[src/rtl/vend_ctrl_param.sv]
// vend_ctrl_param: multi-transaction vending controller with a persistent credit register,
// per-slot price/exact-fund/sugar rules, saturating stock counters with restock, cancel/refund
// and a registered one-cycle dispense/change handshake.
module vend_ctrl_param #(
    parameter int unsigned NUM_PRODUCTS = 5,
    parameter int unsigned PID_W        = 3,
    parameter int unsigned MONEY_W      = 6,
    parameter int unsigned STOCK_W      = 5,
    parameter int unsigned INIT_STOCK   = 10,
    parameter logic [NUM_PRODUCTS*MONEY_W-1:0] PRICES = {6'd8, 6'd12, 6'd5, 6'd10, 6'd20},
    parameter logic [NUM_PRODUCTS-1:0] EXACT_MASK = 5'b00011,
    parameter logic [NUM_PRODUCTS-1:0] SUGAR_MASK = 5'b11000
) (
    input  logic               CLK,
    input  logic               RST,
    input  logic               coin_valid,
    input  logic [MONEY_W-1:0] coin,
    input  logic               select_valid,
    input  logic [PID_W-1:0]   productID,
    input  logic               sugar,
    input  logic               cancel,
    input  logic               restock_valid,
    input  logic [PID_W-1:0]   restock_id,
    input  logic [STOCK_W-1:0] restock_count,
    output logic [MONEY_W-1:0] credit,
    output logic [MONEY_W-1:0] moneyLeft,
    output logic               change_valid,
    output logic [STOCK_W-1:0] itemLeft,
    output logic               productReady,
    output logic               productUnavailable,
    output logic               insufficientFund,
    output logic               notExactFund,
    output logic               invalidProduct,
    output logic               sugarUnsuitable,
    output logic               coinRejected,
    output logic               busy
);

    typedef enum logic [1:0] {StIdle, StCredit, StDispense} state_e;

    state_e             state;
    logic [STOCK_W-1:0] stock   [NUM_PRODUCTS];
    logic [STOCK_W-1:0] stock_n [NUM_PRODUCTS];
    logic [STOCK_W:0]   rsum    [NUM_PRODUCTS];

    logic               sel_id_ok;
    logic [MONEY_W-1:0] sel_price;
    logic [STOCK_W-1:0] sel_stock;
    logic               sel_exact;
    logic               sel_sugar_ok;
    logic [MONEY_W:0]   coin_sum;

    logic active;
    logic select_seen;
    logic e_inv, e_unav, e_sug, e_nex, e_ins;
    logic do_purchase;
    logic coin_reject;

    // Decode the selected slot's attributes; an unmatched ID leaves sel_id_ok low.
    always_comb begin
        sel_id_ok    = 1'b0;
        sel_price    = '0;
        sel_stock    = '0;
        sel_exact    = 1'b0;
        sel_sugar_ok = 1'b0;
        for (int i = 0; i < NUM_PRODUCTS; i++) begin
            if (productID == PID_W'(i)) begin
                sel_id_ok    = 1'b1;
                sel_price    = PRICES[i*MONEY_W +: MONEY_W];
                sel_stock    = stock[i];
                sel_exact    = EXACT_MASK[i];
                sel_sugar_ok = SUGAR_MASK[i];
            end
        end
    end

    // Select checks in strict priority, all against the credit held before this edge.
    always_comb begin
        coin_sum    = {1'b0, credit} + {1'b0, coin};
        active      = (state != StDispense);
        select_seen = active && select_valid && !cancel;
        e_inv       = !sel_id_ok;
        e_unav      = !e_inv && (sel_stock == '0);
        e_sug       = !e_inv && !e_unav && sugar && !sel_sugar_ok;
        e_nex       = !e_inv && !e_unav && !e_sug && sel_exact && (credit != sel_price);
        e_ins       = !e_inv && !e_unav && !e_sug && !sel_exact && (credit < sel_price);
        do_purchase = select_seen && !(e_inv || e_unav || e_sug || e_nex || e_ins);
        // A coin only lands when nothing of higher priority is happening this cycle.
        coin_reject = coin_valid && (!active || cancel || select_valid || coin_sum[MONEY_W]);
    end

    // Next stock per slot: purchase decrement first, then saturating restock on top.
    always_comb begin
        for (int i = 0; i < NUM_PRODUCTS; i++) begin
            stock_n[i] = stock[i];
            rsum[i]    = '0;
            if (do_purchase && (productID == PID_W'(i))) begin
                stock_n[i] = stock[i] - STOCK_W'(1);
            end
            if (restock_valid && (restock_id == PID_W'(i))) begin
                rsum[i]    = {1'b0, stock_n[i]} + {1'b0, restock_count};
                stock_n[i] = rsum[i][STOCK_W] ? '1 : rsum[i][STOCK_W-1:0];
            end
        end
    end

    // Controller state, stock and all registered outputs.
    always_ff @(posedge CLK) begin
        if (RST) begin
            state              <= StIdle;
            credit             <= '0;
            moneyLeft          <= '0;
            change_valid       <= 1'b0;
            itemLeft           <= '0;
            productReady       <= 1'b0;
            productUnavailable <= 1'b0;
            insufficientFund   <= 1'b0;
            notExactFund       <= 1'b0;
            invalidProduct     <= 1'b0;
            sugarUnsuitable    <= 1'b0;
            coinRejected       <= 1'b0;
            busy               <= 1'b0;
            for (int i = 0; i < NUM_PRODUCTS; i++) begin
                stock[i] <= STOCK_W'(INIT_STOCK);
            end
        end else begin
            for (int i = 0; i < NUM_PRODUCTS; i++) begin
                stock[i] <= stock_n[i];
            end
            change_valid       <= 1'b0;
            productReady       <= 1'b0;
            busy               <= 1'b0;
            invalidProduct     <= select_seen && e_inv;
            productUnavailable <= select_seen && e_unav;
            sugarUnsuitable    <= select_seen && e_sug;
            notExactFund       <= select_seen && e_nex;
            insufficientFund   <= select_seen && e_ins;
            coinRejected       <= coin_reject;

            if (state == StDispense) begin
                state <= StIdle;
            end else if (cancel) begin
                if (state == StCredit) begin
                    moneyLeft    <= credit;
                    change_valid <= 1'b1;
                    credit       <= '0;
                    state        <= StIdle;
                end
            end else if (select_valid) begin
                if (do_purchase) begin
                    moneyLeft    <= credit - sel_price;
                    change_valid <= 1'b1;
                    itemLeft     <= sel_stock - STOCK_W'(1);
                    productReady <= 1'b1;
                    busy         <= 1'b1;
                    credit       <= '0;
                    state        <= StDispense;
                end
            end else if (coin_valid && !coin_sum[MONEY_W] && (coin != '0)) begin
                credit <= coin_sum[MONEY_W-1:0];
                state  <= StCredit;
            end
        end
    end

endmodule

[config.mk]
export PLATFORM = sky130hd
export DESIGN_NAME = vend_ctrl_param
export DESIGN_NICKNAME = d
export VERILOG_FILES = /design/src/rtl/vend_ctrl_param.sv
export SDC_FILE = /design/constraint.sdc
export NUM_CORES = 1
export LEC_CHECK = 0
export ABC_AREA = 0
export CELL_PAD_IN_SITES_DETAIL_PLACEMENT = 1
export CELL_PAD_IN_SITES_GLOBAL_PLACEMENT = 1
export CORE_ASPECT_RATIO = 1.25
export CORE_MARGIN = 5
export CORE_UTILIZATION = 48
export DETAILED_ROUTE_END_ITERATION = 8
export DONT_BUFFER_PORTS = 1
export PLACE_DENSITY = 0.87
export SLEW_MARGIN = 15
export SYNTH_ARGS = -nofsm -noshare
export SYNTH_HDL_FRONTEND = slang
export SYNTH_SLANG_ARGS = --single-unit
export TNS_END_PERCENT = 30
[constraint.sdc]
create_clock -name CLK -period 5.8 [get_ports CLK]
set_input_delay 0.87 -clock CLK [delete_from_list [all_inputs] [get_ports CLK]]
set_output_delay 0.87 -clock CLK [all_outputs]
set_load 0.005 [all_outputs]
==> results.json <==
{
  "hpwl_microns": 11100,
  "grt_max_degree": 50,
  "p_sw_uw": 293,
  "num_antenna_cells": 0,
  "outcome": "finished clean",
  "grt.total_usage": 0.259,
  "synth_edf_count": 0,
  "layout_common_cells": "dfxtp_1, nand2_1, ha_1",
  "syn_inst": 560,
  "num_vias": 4274,
  "clk_root_buffer_cell": "clkbuf_16",
  "worstReg2RegEnd": "stock[0][8]",
  "power.leakage_nw": 1.96,
  "synth-seq-cells": 52,
  "rrSetupSlack_ns": 1.37,
  "drv_cap": 0,
  "worstHoldPathType": "flip-flop to flip-flop",
  "path_max_fanout": 35,
  "core_sq_um": 9170,
  "final_common_cell": "dfxtp_1",
  "synth_cell_type_count": 64,
  "tns_ns": 0,
  "yosys_warnings": 0,
  "drc_errors": 0,
  "power_density_nw_per_um2": 202,
  "h-tree-depth": 2,
  "cts_buffer_depth": 2,
  "ant_nets": 0,
  "cts_made_buffers": 5,
  "period_minus_slack_ns": 4.91,
  "synthesis.nets": 634,
  "drive_gt1_frac": 0.0515,
  "initial_utilization": 0.490,
  "startpoint_type": "input port",
  "grt_pass1_wl_microns": 23000,
  "rows": 39,
  "grt-ovfl-total": 0,
  "io_buffers": 0,
  "cts_tree": "done",
  "wl_per_cell_microns": 21.5,
  "synth_top_area_cell": "dfxtp_1",
  "yosysSeqAreaShare": 0.232,
  "cts_sinks": 52,
  "power_frac_seq": 0.400,
  "rsz0062_at_grt": "false",
  "slowest_stage": "or4_1",
  "dieWidth_microns": 96.6,
  "netlist_top_cells_area": "dfxtp_1, ha_1, nand2_1",
  "grt_pass1_vias": 4526,
  "slowest_delay_ns": 0.61,
  "cts_hold_buf": 0,
  "r2r_cells": 16,
  "final_hold_viol_count": 0,
  "clkPwrFrac": 0.379,
  "post_cts_buffers": 0,
  "tightest_slew_ns": 0.751,
  "netSwitchingFraction": 0.307,
  "fillers": 1168,
  "syn_to_final_growth_pct": 4.73,
  "wl_microns": 14300,
  "combPwrFrac": 0.220,
  "drt_iter0_markers": 195,
  "netlist_area_sq_um": 4500,
  "vias_per_cell": 6.41,
  "min_to": "moneyLeft[5]",
  "firstDrtPassIters": 4,
  "hold_start": "moneyLeft[5]",
  "post_cts_resized": 0,
  "syn-mean-instance-area_sq_um": 8.03,
  "peakVddDrop_mv": 0.110,
  "crit_path_cell_trace": "or2_1 -> nor2_1 -> inv_1 -> ha_1 -> nand4b_1 -> or4_4 -> a31oi_4 -> nand2_4 -> or4_1 -> nand2_1 -> ha_1 -> a21o_1 -> a21o_1 -> a21o_1 -> a211o_1 -> nor3_1 -> a31oi_1",
  "min_period_over_period": 0.847,
  "path_depth": 17,
  "power_uw": 953,
  "synth_ff_type": "dfxtp_1",
  "die_h_microns": 118,
  "setup_viol": 0,
  "arrival_ns": 5.09,
  "nNetsFinal": 617,
  "gp_congestion": 0.942,
  "worstPathRequired_ns": 5.98,
  "synth_top_area_frac": 0.232,
  "fin_worst_skew_ns": 0.00883,
  "reg2reg_from": "credit[0]",
  "pin_count": 50,
  "synthArstFlopShare": 0,
  "antenna_found_initial": 0,
  "cp-end-kind": "flip-flop",
  "path_common_cell": "a21o_1",
  "min_delay_path_depth": 2,
  "clk_pin_slew_worst_paths_ns": 0.08,
  "crit_family": "simple AND/OR/NAND/NOR gates",
  "slew_violations": 0,
  "slew_headroom": 0.499,
  "power.internal_uw": 660,
  "path_buf_inv": 1,
  "clkLatencyLatePin_ns": 0.31,
  "fmax_mhz": 204,
  "critPathKind": "input port to flip-flop",
  "die-area_sq_um": 11400
}
state kept, by name (all words and copies together), names as in the netlist, 2 cells and up:
| register | count |
|---|---|
| stock | 25 |
| credit | 6 |
| itemLeft | 5 |
| state | 2 |
| moneyLeft | 6 |
cell usage after synthesis, drive strengths merged, types with 2 or more instances:
cell type / count
nor2b: 9
nor3: 18
o22ai: 3
a211oi: 8
nand4: 4
nand3: 19
or3: 6
nor3b: 5
xnor2: 14
fa: 7
a32oi: 3
nand2b: 5
nor4: 4
inv: 37
and4: 2
a31oi: 23
o21bai: 2
a21o: 20
o21ai: 30
a22o: 5
buf: 17
and2: 6
mux2: 4
clkbuf: 9
o211ai: 4
xor2: 8
mux2i: 8
dfxtp: 52
or4: 22
o31ai: 14
nand4b: 4
and3: 6
nand2: 51
nor2: 35
o32a: 2
a21oi: 28
ha: 43
a31o: 2
a211o: 6
a22oi: 3
power groups by stage:
stage	clock, mW	sequential (mW)	combinational (mW)
after CTS	0.368	0.382	0.210
after global routing	0.381	0.383	0.233
after detailed placement	0	0.390	0.207
after global placement	0	0.389	0.196
after floorplan	0	0.385	0.173
final	0.361	0.382	0.210
kinds of logic after synthesis:
logic type | Yosys count | synth area share
simple gates | 198 | 0.238
compound gates | 163 | 0.249
buf+inv | 63 | 0.0601
flops | 52 | 0.232
fa+ha+maj | 50 | 0.151
xor+xnor | 22 | 0.0429
mux | 12 | 0.0278
worst min-delay path, cell delays in order (launching register included):
cell and delay (ns):
dfxtp_1 0.33, nand2_1 0.06, mux2i_1 0.06
layout make-up:
type                            instances  area, sq um  area share
Multi-Input combinational cell        445         3180       0.676
Sequential cell                        52         1040       0.221
Tap cell                              123          154      0.0327
Inverter                               37          139      0.0295
Clock buffer                            5          125      0.0266
Clock inverter                          3         50.0      0.0106
Timing Repair Buffer                    2         15.0     0.00319
metal layers:
metal	vias to the layer above	global-route usage	share of wire
li1	2039	-	-
met1	2086	0.285	0.39
met2	112	0.462	0.52
met3	37	0.0565	0.047
met4	0	0.119	0.044
met5	-	0	0
worst max path at each step:
stage | startpoint | to | slack (ns)
detailed placement | productID[0] | stock[0][8] | 0.60
global placement | productID[0] | stock[0][8] | 0.77
global route | productID[0] | stock[0][5] | 0.63
CTS | productID[0] | stock[0][13] | 0.90
finish | productID[0] | stock[0][8] | 0.89
floorplan | productID[2] | stock[0][21] | 0.86
per-stage QoR:
| stage | instances | util | cell area, sq um | hold slack (ns) | worst slack, ns |
|---|---|---|---|---|---|
| after floorplan | 560 | - | 4500 | 0.454 | 0.857 |
| after CTS | 667 | 0.513 | 4710 | 0.496 | 0.899 |
| after global placement | 659 | 0.494 | 4530 | 0.475 | 0.774 |
| after global routing | 667 | 0.513 | 4710 | 0.516 | 0.627 |
| after detailed placement | 659 | 0.494 | 4530 | 0.485 | 0.599 |
| final | 667 | 0.513 | 4710 | 0.486 | 0.889 |
(Power assumes the default switching activity.)
